===== config.mk =====
export PLATFORM = sky130hd
export DESIGN_NAME = id_ex_register_flat
export DESIGN_NICKNAME = d
export VERILOG_FILES = /design/src/rtl/id_ex_register_pkg.sv /design/src/rtl/id_ex_register_if.sv /design/src/rtl/id_ex_register_pipe_reg_en_clr.sv /design/src/rtl/id_ex_register.sv /design/src/flat_wrapper.sv
export SDC_FILE = /design/constraint.sdc
export NUM_CORES = 1
export LEC_CHECK = 0
export ABC_CLOCK_PERIOD_IN_PS = 2350
export CAP_MARGIN = 10
export CORE_MARGIN = 8
export CORE_UTILIZATION = 41
export DETAILED_ROUTE_END_ITERATION = 10
export PLACE_DENSITY = 0.88
export RECOVER_POWER = 25
export SYNTH_ARGS = -nofsm -noshare
export SYNTH_HDL_FRONTEND = slang
export SYNTH_HIERARCHICAL = 1
export SYNTH_SLANG_ARGS = --single-unit

===== constraint.sdc =====
create_clock -name clk -period 2.35 [get_ports clk]
set_input_delay 0.47 -clock clk [delete_from_list [all_inputs] [get_ports clk]]
set_output_delay 0.47 -clock clk [all_outputs]
set_load 0.02 [all_outputs]

===== src/rtl/id_ex_register_pkg.sv =====
// Shared pipeline-register definitions: default widths, the single-bit
// control-flag bundle and the bubble record that every stage register
// loads when it has to squash its contents.
package id_ex_register_pkg;

  // Default field widths shared by all pipeline registers
  localparam int DATA_WIDTH_DEF       = 32;
  localparam int RESULTSRC_WIDTH_DEF  = 2;
  localparam int ALUCONTROL_WIDTH_DEF = 4;
  localparam int REG_ADDR_WIDTH_DEF   = 5;
  localparam int FUNCT3_WIDTH_DEF     = 3;
  localparam int CNT_WIDTH_DEF        = 16;

  // Fixed-width decode fields
  localparam int ALUSRCA_WIDTH    = 2;
  localparam int WRITE_TYPE_WIDTH = 2;

  // Control bits whose assertion has an architectural side effect
  typedef struct packed {
    logic reg_write;
    logic mem_write;
    logic jump;
    logic branch;
    logic alu_src_b;
    logic pc_jal_src;
  } ctrl_flags_t;

  localparam int CTRL_FLAGS_WIDTH = $bits(ctrl_flags_t);

  // An inert control bundle: nothing is written, nothing redirects the PC
  localparam ctrl_flags_t BUBBLE_FLAGS = '0;

  // A bubble is written on flush (even while stalled) or when an
  // unstalled stage receives an empty decode slot.
  function automatic logic is_bubble(input logic valid_d,
                                     input logic stall,
                                     input logic flush);
    return flush | (~stall & ~valid_d);
  endfunction

endpackage


===== src/rtl/id_ex_register_if.sv =====
// Decode-to-execute bundle: decode-side inputs (*_D), stage control,
// and the registered execute-side view (*_E) plus the bubble counter.
interface id_ex_register_if
  import id_ex_register_pkg::*;
#(
  parameter int DATA_WIDTH       = DATA_WIDTH_DEF,
  parameter int RESULTSRC_WIDTH  = RESULTSRC_WIDTH_DEF,
  parameter int ALUCONTROL_WIDTH = ALUCONTROL_WIDTH_DEF,
  parameter int REG_ADDR_WIDTH   = REG_ADDR_WIDTH_DEF,
  parameter int FUNCT3_WIDTH     = FUNCT3_WIDTH_DEF,
  parameter int CNT_WIDTH        = CNT_WIDTH_DEF
) ();

  // Decode-side control
  logic                        RegWrite_D;
  logic                        MemWrite_D;
  logic                        Jump_D;
  logic                        Branch_D;
  logic                        ALUSrcB_D;
  logic                        PCJalSrc_D;
  logic [RESULTSRC_WIDTH-1:0]  ResultSrc_D;
  logic [ALUCONTROL_WIDTH-1:0] ALUControl_D;
  logic [ALUSRCA_WIDTH-1:0]    ALUSrcA_D;
  logic [WRITE_TYPE_WIDTH-1:0] write_type_D;

  // Decode-side datapath and register indices
  logic [DATA_WIDTH-1:0]       RD1_D;
  logic [DATA_WIDTH-1:0]       RD2_D;
  logic [DATA_WIDTH-1:0]       PC_D;
  logic [DATA_WIDTH-1:0]       ImmExt_D;
  logic [DATA_WIDTH-1:0]       PCPlus4_D;
  logic [REG_ADDR_WIDTH-1:0]   Rs1_D;
  logic [REG_ADDR_WIDTH-1:0]   Rs2_D;
  logic [REG_ADDR_WIDTH-1:0]   Rd_D;
  logic [FUNCT3_WIDTH-1:0]     funct3_D;
  logic                        valid_D;

  // Stage control from the hazard unit
  logic                        stall_E;
  logic                        flush_E;

  // Execute-side registered view
  logic                        RegWrite_E;
  logic                        MemWrite_E;
  logic                        Jump_E;
  logic                        Branch_E;
  logic                        ALUSrcB_E;
  logic                        PCJalSrc_E;
  logic [RESULTSRC_WIDTH-1:0]  ResultSrc_E;
  logic [ALUCONTROL_WIDTH-1:0] ALUControl_E;
  logic [ALUSRCA_WIDTH-1:0]    ALUSrcA_E;
  logic [WRITE_TYPE_WIDTH-1:0] write_type_E;
  logic [DATA_WIDTH-1:0]       RD1_E;
  logic [DATA_WIDTH-1:0]       RD2_E;
  logic [DATA_WIDTH-1:0]       PC_E;
  logic [DATA_WIDTH-1:0]       ImmExt_E;
  logic [DATA_WIDTH-1:0]       PCPlus4_E;
  logic [REG_ADDR_WIDTH-1:0]   Rs1_E;
  logic [REG_ADDR_WIDTH-1:0]   Rs2_E;
  logic [REG_ADDR_WIDTH-1:0]   Rd_E;
  logic [FUNCT3_WIDTH-1:0]     funct3_E;
  logic                        valid_E;
  logic [CNT_WIDTH-1:0]        bubble_count;

  // Decode stage / hazard unit side
  modport master (
    output RegWrite_D, MemWrite_D, Jump_D, Branch_D, ALUSrcB_D, PCJalSrc_D,
           ResultSrc_D, ALUControl_D, ALUSrcA_D, write_type_D,
           RD1_D, RD2_D, PC_D, ImmExt_D, PCPlus4_D,
           Rs1_D, Rs2_D, Rd_D, funct3_D, valid_D,
           stall_E, flush_E,
    input  RegWrite_E, MemWrite_E, Jump_E, Branch_E, ALUSrcB_E, PCJalSrc_E,
           ResultSrc_E, ALUControl_E, ALUSrcA_E, write_type_E,
           RD1_E, RD2_E, PC_E, ImmExt_E, PCPlus4_E,
           Rs1_E, Rs2_E, Rd_E, funct3_E, valid_E, bubble_count
  );

  // Pipeline register side
  modport slave (
    input  RegWrite_D, MemWrite_D, Jump_D, Branch_D, ALUSrcB_D, PCJalSrc_D,
           ResultSrc_D, ALUControl_D, ALUSrcA_D, write_type_D,
           RD1_D, RD2_D, PC_D, ImmExt_D, PCPlus4_D,
           Rs1_D, Rs2_D, Rd_D, funct3_D, valid_D,
           stall_E, flush_E,
    output RegWrite_E, MemWrite_E, Jump_E, Branch_E, ALUSrcB_E, PCJalSrc_E,
           ResultSrc_E, ALUControl_E, ALUSrcA_E, write_type_E,
           RD1_E, RD2_E, PC_E, ImmExt_E, PCPlus4_E,
           Rs1_E, Rs2_E, Rd_E, funct3_E, valid_E, bubble_count
  );

endinterface


===== src/rtl/id_ex_register_pipe_reg_en_clr.sv =====
// Generic pipeline register slice: async active-low reset to zero,
// synchronous clear to CLR_VALUE that wins over the enable, and a hold
// when the enable is low.
module pipe_reg_en_clr #(
  parameter int               WIDTH     = 1,
  parameter logic [WIDTH-1:0] CLR_VALUE = '0
) (
  input  logic             clk,
  input  logic             rst_n,
  input  logic             i_en,
  input  logic             i_clr,
  input  logic [WIDTH-1:0] i_d,
  output logic [WIDTH-1:0] o_q
);

  logic [WIDTH-1:0] r_q;

  // Clear beats enable so a flush lands even while the stage is stalled
  // NOTE: state uses non-blocking assignment so every flop samples the
  // pre-edge values regardless of block evaluation order.
  // NOTE: reset sits in the sensitivity list so outputs clear at once,
  // without waiting for a clock edge.
  always_ff @(posedge clk or negedge rst_n) begin
    if (!rst_n) begin
      r_q <= '0;
    end else if (i_clr) begin
      r_q <= CLR_VALUE;
    end else if (i_en) begin
      r_q <= i_d;
    end
  end

  assign o_q = r_q;

endmodule


===== src/rtl/id_ex_register.sv =====
// ID/EX pipeline register. Captures the decode bundle each cycle, holds
// it on stall, and writes an all-zero bubble on flush or on an empty
// decode slot. A saturating counter tracks how many bubbles were written.
module id_ex_register
  import id_ex_register_pkg::*;
#(
  parameter int DATA_WIDTH       = DATA_WIDTH_DEF,
  parameter int RESULTSRC_WIDTH  = RESULTSRC_WIDTH_DEF,
  parameter int ALUCONTROL_WIDTH = ALUCONTROL_WIDTH_DEF,
  parameter int REG_ADDR_WIDTH   = REG_ADDR_WIDTH_DEF,
  parameter int FUNCT3_WIDTH     = FUNCT3_WIDTH_DEF,
  parameter int CNT_WIDTH        = CNT_WIDTH_DEF
) (
  input logic               clk,
  input logic               rst_n,
  id_ex_register_if.slave   bus
);

  localparam int CTRL_W = RESULTSRC_WIDTH + ALUCONTROL_WIDTH
                        + ALUSRCA_WIDTH + WRITE_TYPE_WIDTH;
  localparam int DATA_W = 5 * DATA_WIDTH;
  localparam int REGS_W = 3 * REG_ADDR_WIDTH + FUNCT3_WIDTH;
  localparam logic [CNT_WIDTH-1:0] CNT_MAX = '1;

  logic              w_bubble;
  logic              w_en;
  ctrl_flags_t       w_flags_d;
  ctrl_flags_t       w_flags_e;
  logic [CTRL_W-1:0] w_ctrl_d;
  logic [CTRL_W-1:0] w_ctrl_e;
  logic [DATA_W-1:0] w_data_d;
  logic [DATA_W-1:0] w_data_e;
  logic [REGS_W-1:0] w_regs_d;
  logic [REGS_W-1:0] w_regs_e;
  logic              w_valid_e;
  logic [CNT_WIDTH-1:0] r_bubble_count;

  // Stage control shared by every field group
  assign w_bubble = is_bubble(bus.valid_D, bus.stall_E, bus.flush_E);
  assign w_en     = ~bus.stall_E;

  // Pack decode-side fields into their groups
  assign w_flags_d = '{
    reg_write:  bus.RegWrite_D,
    mem_write:  bus.MemWrite_D,
    jump:       bus.Jump_D,
    branch:     bus.Branch_D,
    alu_src_b:  bus.ALUSrcB_D,
    pc_jal_src: bus.PCJalSrc_D
  };
  assign w_ctrl_d = {bus.ResultSrc_D, bus.ALUControl_D,
                     bus.ALUSrcA_D, bus.write_type_D};
  assign w_data_d = {bus.RD1_D, bus.RD2_D, bus.PC_D,
                     bus.ImmExt_D, bus.PCPlus4_D};
  assign w_regs_d = {bus.Rs1_D, bus.Rs2_D, bus.Rd_D, bus.funct3_D};

  // Side-effecting control flags; the clear value is the inert bundle
  pipe_reg_en_clr #(
    .WIDTH     (CTRL_FLAGS_WIDTH),
    .CLR_VALUE (BUBBLE_FLAGS)
  ) u_flags (
    .clk   (clk),
    .rst_n (rst_n),
    .i_en  (w_en),
    .i_clr (w_bubble),
    .i_d   (w_flags_d),
    .o_q   (w_flags_e)
  );

  // Multi-bit control fields
  pipe_reg_en_clr #(.WIDTH(CTRL_W)) u_ctrl (
    .clk   (clk),
    .rst_n (rst_n),
    .i_en  (w_en),
    .i_clr (w_bubble),
    .i_d   (w_ctrl_d),
    .o_q   (w_ctrl_e)
  );

  // Operands, PC values and immediate
  pipe_reg_en_clr #(.WIDTH(DATA_W)) u_data (
    .clk   (clk),
    .rst_n (rst_n),
    .i_en  (w_en),
    .i_clr (w_bubble),
    .i_d   (w_data_d),
    .o_q   (w_data_e)
  );

  // Register indices and funct3
  pipe_reg_en_clr #(.WIDTH(REGS_W)) u_regs (
    .clk   (clk),
    .rst_n (rst_n),
    .i_en  (w_en),
    .i_clr (w_bubble),
    .i_d   (w_regs_d),
    .o_q   (w_regs_e)
  );

  // Instruction-valid marker
  pipe_reg_en_clr #(.WIDTH(1)) u_valid (
    .clk   (clk),
    .rst_n (rst_n),
    .i_en  (w_en),
    .i_clr (w_bubble),
    .i_d   (bus.valid_D),
    .o_q   (w_valid_e)
  );

  // Count written bubbles, sticking at the all-ones value
  always_ff @(posedge clk or negedge rst_n) begin
    if (!rst_n) begin
      r_bubble_count <= '0;
    end else if (w_bubble && (r_bubble_count != CNT_MAX)) begin
      r_bubble_count <= r_bubble_count + CNT_WIDTH'(1);
    end
  end

  // Execute-side outputs come straight from the flops
  assign bus.RegWrite_E = w_flags_e.reg_write;
  assign bus.MemWrite_E = w_flags_e.mem_write;
  assign bus.Jump_E     = w_flags_e.jump;
  assign bus.Branch_E   = w_flags_e.branch;
  assign bus.ALUSrcB_E  = w_flags_e.alu_src_b;
  assign bus.PCJalSrc_E = w_flags_e.pc_jal_src;
  assign {bus.ResultSrc_E, bus.ALUControl_E,
          bus.ALUSrcA_E, bus.write_type_E} = w_ctrl_e;
  assign {bus.RD1_E, bus.RD2_E, bus.PC_E,
          bus.ImmExt_E, bus.PCPlus4_E} = w_data_e;
  assign {bus.Rs1_E, bus.Rs2_E, bus.Rd_E, bus.funct3_E} = w_regs_e;
  assign bus.valid_E      = w_valid_e;
  assign bus.bubble_count = r_bubble_count;

endmodule

===== src/flat_wrapper.sv =====
// flat-port wrapper written by rule: the top's interface ports become plain ports
module id_ex_register_flat import id_ex_register_pkg::*;
#(
  parameter int DATA_WIDTH       = DATA_WIDTH_DEF,
  parameter int RESULTSRC_WIDTH  = RESULTSRC_WIDTH_DEF,
  parameter int ALUCONTROL_WIDTH = ALUCONTROL_WIDTH_DEF,
  parameter int REG_ADDR_WIDTH   = REG_ADDR_WIDTH_DEF,
  parameter int FUNCT3_WIDTH     = FUNCT3_WIDTH_DEF,
  parameter int CNT_WIDTH        = CNT_WIDTH_DEF
)
  (clk, rst_n, bus_RegWrite_D, bus_MemWrite_D, bus_Jump_D, bus_Branch_D, bus_ALUSrcB_D, bus_PCJalSrc_D, bus_ResultSrc_D, bus_ALUControl_D, bus_ALUSrcA_D, bus_write_type_D, bus_RD1_D, bus_RD2_D, bus_PC_D, bus_ImmExt_D, bus_PCPlus4_D, bus_Rs1_D, bus_Rs2_D, bus_Rd_D, bus_funct3_D, bus_valid_D, bus_stall_E, bus_flush_E, bus_RegWrite_E, bus_MemWrite_E, bus_Jump_E, bus_Branch_E, bus_ALUSrcB_E, bus_PCJalSrc_E, bus_ResultSrc_E, bus_ALUControl_E, bus_ALUSrcA_E, bus_write_type_E, bus_RD1_E, bus_RD2_E, bus_PC_E, bus_ImmExt_E, bus_PCPlus4_E, bus_Rs1_E, bus_Rs2_E, bus_Rd_E, bus_funct3_E, bus_valid_E, bus_bubble_count);
  id_ex_register_if #(.DATA_WIDTH(DATA_WIDTH), .RESULTSRC_WIDTH(RESULTSRC_WIDTH), .ALUCONTROL_WIDTH(ALUCONTROL_WIDTH), .REG_ADDR_WIDTH(REG_ADDR_WIDTH), .FUNCT3_WIDTH(FUNCT3_WIDTH), .CNT_WIDTH(CNT_WIDTH)) bus_i ();
  input logic clk;
  input logic rst_n;
  input wire logic [$bits(bus_i.RegWrite_D)-1:0] bus_RegWrite_D;
  input wire logic [$bits(bus_i.MemWrite_D)-1:0] bus_MemWrite_D;
  input wire logic [$bits(bus_i.Jump_D)-1:0] bus_Jump_D;
  input wire logic [$bits(bus_i.Branch_D)-1:0] bus_Branch_D;
  input wire logic [$bits(bus_i.ALUSrcB_D)-1:0] bus_ALUSrcB_D;
  input wire logic [$bits(bus_i.PCJalSrc_D)-1:0] bus_PCJalSrc_D;
  input wire logic [$bits(bus_i.ResultSrc_D)-1:0] bus_ResultSrc_D;
  input wire logic [$bits(bus_i.ALUControl_D)-1:0] bus_ALUControl_D;
  input wire logic [$bits(bus_i.ALUSrcA_D)-1:0] bus_ALUSrcA_D;
  input wire logic [$bits(bus_i.write_type_D)-1:0] bus_write_type_D;
  input wire logic [$bits(bus_i.RD1_D)-1:0] bus_RD1_D;
  input wire logic [$bits(bus_i.RD2_D)-1:0] bus_RD2_D;
  input wire logic [$bits(bus_i.PC_D)-1:0] bus_PC_D;
  input wire logic [$bits(bus_i.ImmExt_D)-1:0] bus_ImmExt_D;
  input wire logic [$bits(bus_i.PCPlus4_D)-1:0] bus_PCPlus4_D;
  input wire logic [$bits(bus_i.Rs1_D)-1:0] bus_Rs1_D;
  input wire logic [$bits(bus_i.Rs2_D)-1:0] bus_Rs2_D;
  input wire logic [$bits(bus_i.Rd_D)-1:0] bus_Rd_D;
  input wire logic [$bits(bus_i.funct3_D)-1:0] bus_funct3_D;
  input wire logic [$bits(bus_i.valid_D)-1:0] bus_valid_D;
  input wire logic [$bits(bus_i.stall_E)-1:0] bus_stall_E;
  input wire logic [$bits(bus_i.flush_E)-1:0] bus_flush_E;
  output wire logic [$bits(bus_i.RegWrite_E)-1:0] bus_RegWrite_E;
  output wire logic [$bits(bus_i.MemWrite_E)-1:0] bus_MemWrite_E;
  output wire logic [$bits(bus_i.Jump_E)-1:0] bus_Jump_E;
  output wire logic [$bits(bus_i.Branch_E)-1:0] bus_Branch_E;
  output wire logic [$bits(bus_i.ALUSrcB_E)-1:0] bus_ALUSrcB_E;
  output wire logic [$bits(bus_i.PCJalSrc_E)-1:0] bus_PCJalSrc_E;
  output wire logic [$bits(bus_i.ResultSrc_E)-1:0] bus_ResultSrc_E;
  output wire logic [$bits(bus_i.ALUControl_E)-1:0] bus_ALUControl_E;
  output wire logic [$bits(bus_i.ALUSrcA_E)-1:0] bus_ALUSrcA_E;
  output wire logic [$bits(bus_i.write_type_E)-1:0] bus_write_type_E;
  output wire logic [$bits(bus_i.RD1_E)-1:0] bus_RD1_E;
  output wire logic [$bits(bus_i.RD2_E)-1:0] bus_RD2_E;
  output wire logic [$bits(bus_i.PC_E)-1:0] bus_PC_E;
  output wire logic [$bits(bus_i.ImmExt_E)-1:0] bus_ImmExt_E;
  output wire logic [$bits(bus_i.PCPlus4_E)-1:0] bus_PCPlus4_E;
  output wire logic [$bits(bus_i.Rs1_E)-1:0] bus_Rs1_E;
  output wire logic [$bits(bus_i.Rs2_E)-1:0] bus_Rs2_E;
  output wire logic [$bits(bus_i.Rd_E)-1:0] bus_Rd_E;
  output wire logic [$bits(bus_i.funct3_E)-1:0] bus_funct3_E;
  output wire logic [$bits(bus_i.valid_E)-1:0] bus_valid_E;
  output wire logic [$bits(bus_i.bubble_count)-1:0] bus_bubble_count;
  assign bus_i.RegWrite_D = bus_RegWrite_D;
  assign bus_i.MemWrite_D = bus_MemWrite_D;
  assign bus_i.Jump_D = bus_Jump_D;
  assign bus_i.Branch_D = bus_Branch_D;
  assign bus_i.ALUSrcB_D = bus_ALUSrcB_D;
  assign bus_i.PCJalSrc_D = bus_PCJalSrc_D;
  assign bus_i.ResultSrc_D = bus_ResultSrc_D;
  assign bus_i.ALUControl_D = bus_ALUControl_D;
  assign bus_i.ALUSrcA_D = bus_ALUSrcA_D;
  assign bus_i.write_type_D = bus_write_type_D;
  assign bus_i.RD1_D = bus_RD1_D;
  assign bus_i.RD2_D = bus_RD2_D;
  assign bus_i.PC_D = bus_PC_D;
  assign bus_i.ImmExt_D = bus_ImmExt_D;
  assign bus_i.PCPlus4_D = bus_PCPlus4_D;
  assign bus_i.Rs1_D = bus_Rs1_D;
  assign bus_i.Rs2_D = bus_Rs2_D;
  assign bus_i.Rd_D = bus_Rd_D;
  assign bus_i.funct3_D = bus_funct3_D;
  assign bus_i.valid_D = bus_valid_D;
  assign bus_i.stall_E = bus_stall_E;
  assign bus_i.flush_E = bus_flush_E;
  assign bus_RegWrite_E = bus_i.RegWrite_E;
  assign bus_MemWrite_E = bus_i.MemWrite_E;
  assign bus_Jump_E = bus_i.Jump_E;
  assign bus_Branch_E = bus_i.Branch_E;
  assign bus_ALUSrcB_E = bus_i.ALUSrcB_E;
  assign bus_PCJalSrc_E = bus_i.PCJalSrc_E;
  assign bus_ResultSrc_E = bus_i.ResultSrc_E;
  assign bus_ALUControl_E = bus_i.ALUControl_E;
  assign bus_ALUSrcA_E = bus_i.ALUSrcA_E;
  assign bus_write_type_E = bus_i.write_type_E;
  assign bus_RD1_E = bus_i.RD1_E;
  assign bus_RD2_E = bus_i.RD2_E;
  assign bus_PC_E = bus_i.PC_E;
  assign bus_ImmExt_E = bus_i.ImmExt_E;
  assign bus_PCPlus4_E = bus_i.PCPlus4_E;
  assign bus_Rs1_E = bus_i.Rs1_E;
  assign bus_Rs2_E = bus_i.Rs2_E;
  assign bus_Rd_E = bus_i.Rd_E;
  assign bus_funct3_E = bus_i.funct3_E;
  assign bus_valid_E = bus_i.valid_E;
  assign bus_bubble_count = bus_i.bubble_count;
  id_ex_register #(.DATA_WIDTH(DATA_WIDTH), .RESULTSRC_WIDTH(RESULTSRC_WIDTH), .ALUCONTROL_WIDTH(ALUCONTROL_WIDTH), .REG_ADDR_WIDTH(REG_ADDR_WIDTH), .FUNCT3_WIDTH(FUNCT3_WIDTH), .CNT_WIDTH(CNT_WIDTH)) u_core (.clk(clk), .rst_n(rst_n), .bus(bus_i));
endmodule

; Word-level counts from Yosys, hierarchy flattened
; Cells that the tools add are included.
[word_totals]
elab_cells = 24
ff_bits = 211
inputBits = 199
out_inout_bits = 211
[op_classes]
add_sub_neg = 1
bitwise = 4
n_eq_ne = 2
n_reduce_logical = 1
muxes = 10
[ops]
columns = op, count
row1 = 160-bit two-way mux, 2
row2 = 18-bit two-way mux, 2
row3 = 10-bit two-way mux, 2
row4 = 16-bit by 1-bit adder with 16-bit output (second input constant), 1
row5 = 16-bit != test (second input constant), 1
row6 = 6-bit two-way mux, 2
row7 = 1-bit two-way mux, 2
row8 = 2-bit by 1-bit != test with 1-bit output (second input constant), 1
row9 = 1-bit NOT, 2
row10 = 1-bit bitwise AND, 1
row11 = 1-bit logical AND, 1
row12 = 1-bit OR, 1

; Logic depth before layout (Yosys ltp)
[logic_depth]
depth_word = 4
ltp_mapped = 6
depth_no_buf = 5

; By module
; Netlist, hierarchy kept.
[by_module_without_submodules]
columns = module, area_each_um2, seq_area_each_um2, instances, cells_each
row1 = pipe_reg_en_clr at u_core.u_data, 6493.7, 4003.8, 1, 516
row2 = id_ex_register, 844.6, 400.4, 1, 77
row3 = pipe_reg_en_clr at u_core.u_regs, 739.5, 450.4, 1, 58
row4 = pipe_reg_en_clr at u_core.u_ctrl, 402.9, 250.2, 1, 32
row5 = pipe_reg_en_clr at u_core.u_flags, 244.0, 150.1, 1, 19
row6 = pipe_reg_en_clr at u_core.u_valid, 38.8, 25.0, 1, 3

; Least setup slack after synthesis
; OpenSTA, ideal clock, no wires.
[synth_path]
path_type = register to register
start = reg u_core.r_bubble_count[13], in the netlist u_core/bus.bubble_count[13]
end = reg u_core.r_bubble_count[1], in the netlist u_core/bus.bubble_count[1]
synth_period_minus_slack_ns = 1.841
path_stages_with_launch = 5
slack_ns = 0.509
setup_ns = 0.128
t_arrival_ns = 1.713
cell_sequence = dfrtp_1 > nand3_1 > or4_4 > o21ai_4 > mux2_1
[synth_via]
elab_chain_cells = 2
[synth_lines]
columns = item, line
row1 = from (decl), id_ex_register.sv:36  ; logic [CNT_WIDTH-1:0] r_bubble_count;
row2 = from (signal assigned), id_ex_register.sv:115  ; r_bubble_count <= r_bubble_count + CNT_WIDTH'(1);
row3 = 16-bit != test, id_ex_register.sv:114  ; end else if (w_bubble && (r_bubble_count != CNT_MAX)) begin
row4 = 1-bit logical AND, id_ex_register.sv:114
; Every way passes these cells.
; A chain may end at the register's enable or synchronous reset.

; Worst setup path after layout
[layout_path]
start = reg u_core.r_bubble_count[11], in the netlist u_core/bus.bubble_count[11]
end = out bus_bubble_count[11]
[layout_lines]
columns = item, line
row1 = to (decl), flat_wrapper.sv:57  ; output wire logic [$bits(bus_i.bubble_count)-1:0] bus_bubble_count;
; No word-level cell between the ends.

==> flow_metrics.py <==
metrics = {
    "route": {
        "dr.pass1.iters": 5,
        "dr_total_vias": 6950,
        "dr.max_layer_used": "met4",
        "dr_wl_met2_um": 14400,
        "first_iter_violations": 394,
        "drcViolationCount": 0,
        "wl_met1_um": 11000,
        "routed_wl_um": 29000,
        "met3_length_um": 2990,
        "wire_per_inst_um": 20.6,
        "via_per_inst": 4.94,
        "antenna_left": 0,
    },
    "critical_path": {
        "cp_cell_sequence": "clkdlybuf4s50_1",
        "critPathArrivalTime_ps": 1640,
        "crit_fanout": 7,
        "end_kind": "output pin",
        "cp-start-kind": "flip-flop",
        "path_buf_inv": 1,
        "required_ps": 1880,
        "cpMaxStageDelayCell": "clkdlybuf4s50_1",
        "cp_slowest_stage_delay_ps": 680,
        "crit_family": "buffers and inverters",
        "crit_type": "reg -> out",
    },
    "synthesis": {
        "syn_area_mm2": 0.00876,
        "synthTopCellsByCount": "211 x dfrtp_1, 198 x nor2_1, 195 x mux2i_1",
        "ys_seq_area_frac": 0.603,
        "synth-seq-cells": 211,
        "synth_largest_area_cell": "dfrtp_1",
        "synth_nets": 905,
        "ys_top_cells_by_area": "dfrtp_1 60%, mux2i_1 22%, nor2_1 8.5%, buf_8 1.9%, xnor2_1 0.70%",
        "async_reset_ff_frac": 1.00,
        "synth_warnings": 6,
        "syn_area_per_cell_um2": 12.4,
        "synth_ff_type": "dfrtp_1",
        "synth_top_cell_area_share": 0.603,
        "synth_edf_count": 0,
        "synth.most_common_cell": "dfrtp_1",
        "syn_inst": 705,
        "synth_cell_types": 40,
    },
    "grt": {
        "grt_max_degree": 102,
        "antenna_found_initial": 0,
        "grt_overflow": 0,
        "grt_first_pass_wirelength_um": 43900,
        "grt_pass1_vias": 7504,
        "track_usage": 0.212,
    },
    "floorplanning": {
        "floorplan.rows": 53,
        "die_h_um": 162,
        "initial_core_util": 0.417,
        "coreArea_mm2": 0.0210,
        "io_pins": 410,
        "die_area_mm2": 0.0263,
        "die_w_um": 162,
    },
    "status": {
        "status": "finished with violations",
        "failed_checks": "max-capacitance violations, max-slew violations",
    },
    "layout": {
        "syn2layout_area_growth_pct": 58.4,
        "instances_no_fill": 1408,
        "nFillCells": 1499,
        "antenna_cells": 0,
        "nets": 1320,
        "layout-drive-gt1-share": 0.0574,
    },
    "clock_network": {
        "postCtsSetupRepairBufs": 0,
        "root_buffer": "clkbuf_16",
        "clock_sinks": 211,
        "cts_resized": 0,
        "holdBufCountCts": 0,
        "cts_tree": "done",
        "cts_buffers": 23,
        "clock_path_buffers": 3,
        "cts.htree.levels": 1,
        "clock_latency_ps": 500,
        "clkSlewWorstSetupHoldPaths_ps": 60,
    },
    "timing": {
        "rsz0062_at_grt": "false",
        "fin_crit_sh": 0.900,
        "worst_pin_slew_ps": 1910,
        "fmax_ghz": 0.473,
        "finalCriticalPeriod_ps": 2110,
        "max_slew_margin": -0.271,
        "clock_skew_ps": 6.12,
        "finalHoldViolCount": 0,
        "tns_ps": 0,
        "drv_slew": 69,
        "setup_violations": 0,
    },
    "place": {
        "gp_congestion": 0.905,
        "dp_hpwl_um": 21400,
        "dp.cells": 1370,
        "portBuffers": 409,
    },
    "run": {
        "cap_violations": 1,
    },
    "power": {
        "cellPowerDensity_mw_per_mm2": 693,
        "vdd_ir_drop_max_uv": 581,
        "p_leak_nw": 6.47,
    },
    "min_path": {
        "hp-class": "in -> async",
    },
}
==> layer usage <==
layer / track usage / vias up
li1: - / 3188
met1: 0.238 / 3392
met2: 0.366 / 326
met3: 0.0802 / 44
met4: 0.0648 / 0
met5: 0 / -
==> flip-flops by register name (all words and copies together) (netlist names) <==
name and flops:
u_core/u_valid/o_q 1, u_core/bus.bubble_count 16, u_core/u_data/o_q 160, u_core/u_regs/o_q 18, u_core/u_flags/o_q 6, u_core/u_ctrl/o_q 10
==> cell usage in the layout, fill, tap and decap left out, types with 3 or more instances in the layout <==
| cell type | synthesis | final |
|---|---|---|
| nand4_1 | 4 | 4 |
| buf_4 | 7 | 9 |
| buf_12 | 1 | 8 |
| nor2_1 | 198 | 198 |
| bufinv_16 | 0 | 3 |
| mux2i_1 | 195 | 195 |
| nor3_1 | 3 | 3 |
| dfrtp_1 | 211 | 211 |
| clkbuf_8 | 0 | 5 |
| clkbuf_16 | 0 | 23 |
| nand3_1 | 6 | 6 |
| clkbuf_2 | 1 | 5 |
| nand2_1 | 5 | 5 |
| clkdlybuf4s50_1 | 0 | 408 |
| xor2_1 | 5 | 5 |
| clkbuf_1 | 13 | 6 |
| xnor2_1 | 7 | 7 |
| and2_1 | 3 | 3 |
==> cell type report <==
type                       instances  area, um2  share of cell area
tap                              275        344              0.0248
clock inverter                     7        118             0.00847
sequential                       211       5280               0.380
clock buffer                      31        656              0.0472
timing repair buffer             433       4350               0.313
inverter                           2       15.0             0.00108
multi-input combinational        449       3120               0.225
==> logic make-up (layout without fill, tap and decap cells) <==
logic type | Yosys count | after routing | synth area share
compound gates | 5 | 5 | 0.00628
buf+inv | 45 | 473 | 0.0414
mux | 197 | 197 | 0.225
simple gates | 234 | 234 | 0.111
fa+ha+maj | 1 | 1 | 0.00143
xor+xnor | 12 | 12 | 0.0120
flops | 211 | 211 | 0.603
==> worst paths after layout <==
kind	startpoint	endpoint	slack [ps]	cells past startpoint
worst max-delay path	u_core/bus.bubble_count[11]	bus_bubble_count[11]	240	1
worst min-delay path	rst_n	u_core/bus.bubble_count[7]	480	1
worst max register to register	u_core/bus.bubble_count[14]	u_core/bus.bubble_count[1]	420	4
worst min register to register	u_core/bus.bubble_count[9]	u_core/bus.bubble_count[9]	500	1
max in group asynchronous	rst_n	u_core/u_data/o_q[25]	570	2
min in group clk	u_core/bus.bubble_count[9]	u_core/bus.bubble_count[9]	500	1
==> worst register-to-register path, stage by stage, from the launching register on <==
cell and delay (ps):
dfrtp_1 470, nand3_1 200, or4_4 610, o21ai_4 190, mux2_1 350
==> where the power goes <==
group          total (mW)  switching (mW)  internal [mW]
logic                1.86           0.897          0.959
registers            4.05           0.198           3.86
clock network        3.71            1.43           2.28
==> stage by stage <==
step	instance area (um2)	util	setup WS, ps	hold WS [ps]	power [mW]
3_3_place_gp	13100	0.625	221	500	5.92
3_5_place_dp	13100	0.625	199	488	5.97
2_1_floorplan	8760	-	509	174	4.92
6_report	13900	0.660	236	481	9.62
5_1_grt	13900	0.660	169	512	9.99
4_1_cts	13900	0.662	211	1.78	9.72
Note: power is estimated with default switching activity, not from simulation.
==> patch 1 (config.mk and constraints unchanged) <==
Change the package constant `FUNCT3_WIDTH_DEF` from 3 to 6.
--- a/src/rtl/id_ex_register_pkg.sv
+++ b/src/rtl/id_ex_register_pkg.sv
@@ -8,7 +8,7 @@
   localparam int RESULTSRC_WIDTH_DEF  = 2;
   localparam int ALUCONTROL_WIDTH_DEF = 4;
   localparam int REG_ADDR_WIDTH_DEF   = 5;
-  localparam int FUNCT3_WIDTH_DEF     = 3;
+  localparam int FUNCT3_WIDTH_DEF     = 6;
   localparam int CNT_WIDTH_DEF        = 16;
 
   // Fixed-width decode fields
Ports: changed (resized bus_funct3_D and bus_funct3_E); port bits go from 410 to 416. No check against the original RTL was run, so the function may have changed too.
==> patch 1 against the original RTL <==
  * The flow still finishes with violations (capacitance limit, slew limit)
  * Sequential share of layout area about the same
  * Wire length is 0.90% lower
  * Synthesized area up 1.3%
  * Global-route usage down 0.22 points
  * Total power decreased by 1.5%
  * Sequential cell count grew 3
  * Setup slack worse by 0.016 ns
  * Cell area rose by 1.4%
  * Largest power group unchanged
==> patch 1: results (changes against the original RTL) <==
| Metric | Value |
|---|---|
| Largest fanout on the critical path | `6 (-1)` |
| Starting DRT DRC Count | `416 (+5.6%)` |
| Synth area leaders | `dfrtp_1 60%, mux2i_1 22%, nor2_1 8.5%, buf_8 2.2%, xnor2_1 0.69%` |
| Hpwl dp | `21.3 mm (-0.47%)` |
| Core Box Area | `0.0216 sq mm (+2.5%)` |
| Clock skew | `0.00468 ns (-0.00144 ns)` |
| Multi-input logic area | `0.00316 sq mm (+1.3%)` |
| Pins Over Slew Limit | `72 (+4.3%)` |
| Post-Synth Adder-Cell Area | `0.141% (-0.0019 points)` |
| Pre-CTS setup slack | `0.185 ns (-0.0139 ns)` |
| Clock buffer count | `35 (+13%)` |
| Status | `finished with violations` |
| Maxcap violations | `1 (unchanged)` |
| Detailed Route WL | `28.8 mm (-0.90%)` |
| FILL cells | `1595 (+6.4%)` |
| Compound-Gate Fraction of Synth Area | `0.620% (-0.0083 points)` |
| Top post-synthesis cells by count | `214 x dfrtp_1, 201 x nor2_1, 198 x mux2i_1` |
| Wire per inst | `20.1 um (-2.4%)` |
| Xor/xnor share of the synthesized area | `1.18% (-0.016 points)` |
| CP arrival | `1.66 ns (+0.02 ns)` |
| # clock sinks | `214 (+1.4%)` |
| Peak VDD IR | `0.000643 V (+11%)` |
| Port Buffer Count | `415 (+1.5%)` |
| Violated checks | `capacitance limit, slew limit` |
| Layout cells sized above 1 | `5.65% (-0.085 points)` |
| Placed standard-cell area | `0.0134 sq mm (+1.8%)` |
[patch 1: report_power, final]
group / leakage (nW) / switching [mW] / internal, mW
combinational: 3.32 / 0.906 / 0.977
sequential: 2.88 / 0.207 / 3.91
clock: 0.358 / 1.40 / 2.07
total: 6.56 / 2.52 / 6.96
[patch 1: metal layers]
metal  global-route usage (%)  share of wire, %  up-vias
li1                         -                 -     3232
met1                     23.0                37     3376
met2                     36.5                49      323
met3                     7.69               9.8       59
met4                     7.63               3.7        0
met5                        0                 0        -
[patch 1: worst paths after layout]
kind	from	to	slack (ns)
min	u_core/bus.bubble_count[9]	u_core/bus.bubble_count[9]	0.52
max	u_core/bus.bubble_count[4]	bus_bubble_count[4]	0.22
max reg2reg	u_core/bus.bubble_count[1]	u_core/bus.bubble_count[9]	0.38
min reg2reg	u_core/bus.bubble_count[9]	u_core/bus.bubble_count[9]	0.52
max in group asynchronous	rst_n	u_core/u_regs/o_q[8]	0.55
min in group asynchronous	rst_n	u_core/u_data/o_q[39]	0.55
==> patch 2 (same flow settings) <==
Without the edit above. Make the reset (`rst_n`) synchronous in 2 clocked blocks. Comments in the files are not updated.
--- a/src/rtl/id_ex_register_pipe_reg_en_clr.sv
+++ b/src/rtl/id_ex_register_pipe_reg_en_clr.sv
@@ -20,7 +20,7 @@
   // pre-edge values regardless of block evaluation order.
   // NOTE: reset sits in the sensitivity list so outputs clear at once,
   // without waiting for a clock edge.
-  always_ff @(posedge clk or negedge rst_n) begin
+  always_ff @(posedge clk) begin
     if (!rst_n) begin
       r_q <= '0;
     end else if (i_clr) begin
--- a/src/rtl/id_ex_register.sv
+++ b/src/rtl/id_ex_register.sv
@@ -108,7 +108,7 @@
   );
 
   // Count written bubbles, sticking at the all-ones value
-  always_ff @(posedge clk or negedge rst_n) begin
+  always_ff @(posedge clk) begin
     if (!rst_n) begin
       r_bubble_count <= '0;
     end else if (w_bubble && (r_bubble_count != CNT_MAX)) begin
Function: differs if rst_n is asserted again (counterexample within 4 cycles, from zero or initial values and one cycle with rst_n low); with rst_n held inactive, the same outputs for 4 cycles.
==> patch 2 against the original RTL <==
  * Clock skew shrank 0.0029 ns
  * Final cell count grew 0.64%
  * Non-clock buffer count grew 2
  * Setup slack lost 0.034 ns
  * Die area shrank 8.9%
  * Sequential cell count is the same
  * Total power shrank 13%
  * Wire length shrank 4.8%
  * Synthesized area shrank 9.8%
  * Synthesized cell count grew 3.1%
  * Cell area shrank 6.6%
  * Count of clock-buffer cells in the layout grew 4
  * Core utilization grew 2.8 points
==> patch 2: results (changes against the original RTL) <==
| Metric | Value |
|---|---|
| Status | `finished, final reports clean` |
| CP delay by family, top | `buffers and inverters` |
| Global-route wire length before repair | `41.5 mm (-5.4%)` |
| FF/Latch Area | `0.00422 sq mm (-20%)` |
| Async S/R FF share, synth | `0% (-100 points)` |
| Clock skew | `0.00320 ns (-0.00292 ns)` |
| Slew of the pin with the lowest slew margin | `0.727 ns (-1.18 ns)` |
| Pin count of the biggest net entering global routing | `75 (-26%)` |
| Post-synthesis mux area share | `25.6% (+3.0 points)` |
| Synth cell types | `42 (+5.0%)` |
| Peak VDD IR | `0.000547 V (-5.9%)` |
| Ys flop type | `dfxtp_1` |
| Routing usage on met1 | `22.2% (-1.6 points)` |
| Xor/xnor share of the synthesized area | `0% (-1.2 points)` |
| Gpl congestion | `0.834 (-7.9%)` |
| FILL cells | `1380 (-7.9%)` |
| CP arrival | `1.68 ns (+0.04 ns)` |
| Detailed Route WL | `27.7 mm (-4.8%)` |
| Met3 GRT Util | `7.73% (-0.29 points)` |
| Global Route Usage Sum | `21.9% (+0.71 points)` |
| Vias in the first global route | `7214 (-3.9%)` |
| Hold Path Class | `register to register` |
| Synth area leaders | `dfxtp_1 53%, mux2i_1 26%, nor2_1 9.3%, buf_8 2.1%, buf_4 0.85%` |
| Top post-synthesis cells by count | `211 x dfxtp_1, 202 x mux2i_1, 195 x nor2_1` |
| Layout cells sized above 1 | `5.96% (+0.23 points)` |
| Standby leakage power | `5.29 nW (-18%)` |
| Starting DRT DRC Count | `272 (-31%)` |
| Net Count, Synth | `927 (+2.4%)` |
| Post-Synth Adder-Cell Area | `0.158% (+0.016 points)` |
| Compound-Gate Fraction of Synth Area | `2.25% (+1.6 points)` |
| Sw frac | `23.4% (-2.9 points)` |
==> patch 2: logic make-up (layout without fill, tap and decap cells) <==
| kind of cell | Yosys count | count (layout) |
|---|---|---|
| buffers and inverters | 50 | 480 |
| adder cells (fa/ha/maj) | 1 | 1 |
| flip-flops | 211 | 211 |
| AO/OA/AOI/OAI | 23 | 23 |
| AND/OR/NAND/NOR | 240 | 240 |
| multiplexers | 202 | 202 |
==> patch 2: power groups by stage <==
stage	logic, mW	registers [mW]	clock network [mW]
floorplan	0.405	3.92	0
global placement	1.12	3.80	0
detailed placement	1.14	3.81	0
CTS	1.15	3.73	3.59
global route	1.21	3.74	3.73
finish	1.14	3.73	3.53
==> patch 2: worst paths after layout <==
path | start | endpoint | slack, ns | cells after the start
worst min-delay path | u_core/u_data/o_q[71] | u_core/u_data/o_q[71] | 0.49 | 2
worst min register to register | u_core/u_data/o_q[71] | u_core/u_data/o_q[71] | 0.49 | 2
worst max-delay path | u_core/bus.bubble_count[7] | bus_bubble_count[7] | 0.20 | 1
worst max register to register | u_core/bus.bubble_count[0] | u_core/bus.bubble_count[10] | 0.53 | 6
==> patch 2: cell type report <==
class | instances | area share [%]
tap | 260 | 2.51
multi-input combinational | 466 | 25.1
timing repair buffer | 435 | 34.0
clock inverter | 6 | 0.444
sequential | 211 | 32.6
inverter | 4 | 0.174
clock buffer | 35 | 5.25
==> patch 2: stage by stage <==
stage                     worst slack, ns  std cells
final                               0.202       1417
after floorplan                     0.601        727
after global placement              0.242       1376
after CTS                           0.181       1417
after global routing                0.106       1417
after detailed placement            0.205       1376
==> patch 2: routing by layer <==
metal	wire length (um)	share of wire, %
met1	10100	37
met3	2710	9.8
met2	13900	50
met4	957	3.5
met5	0	0
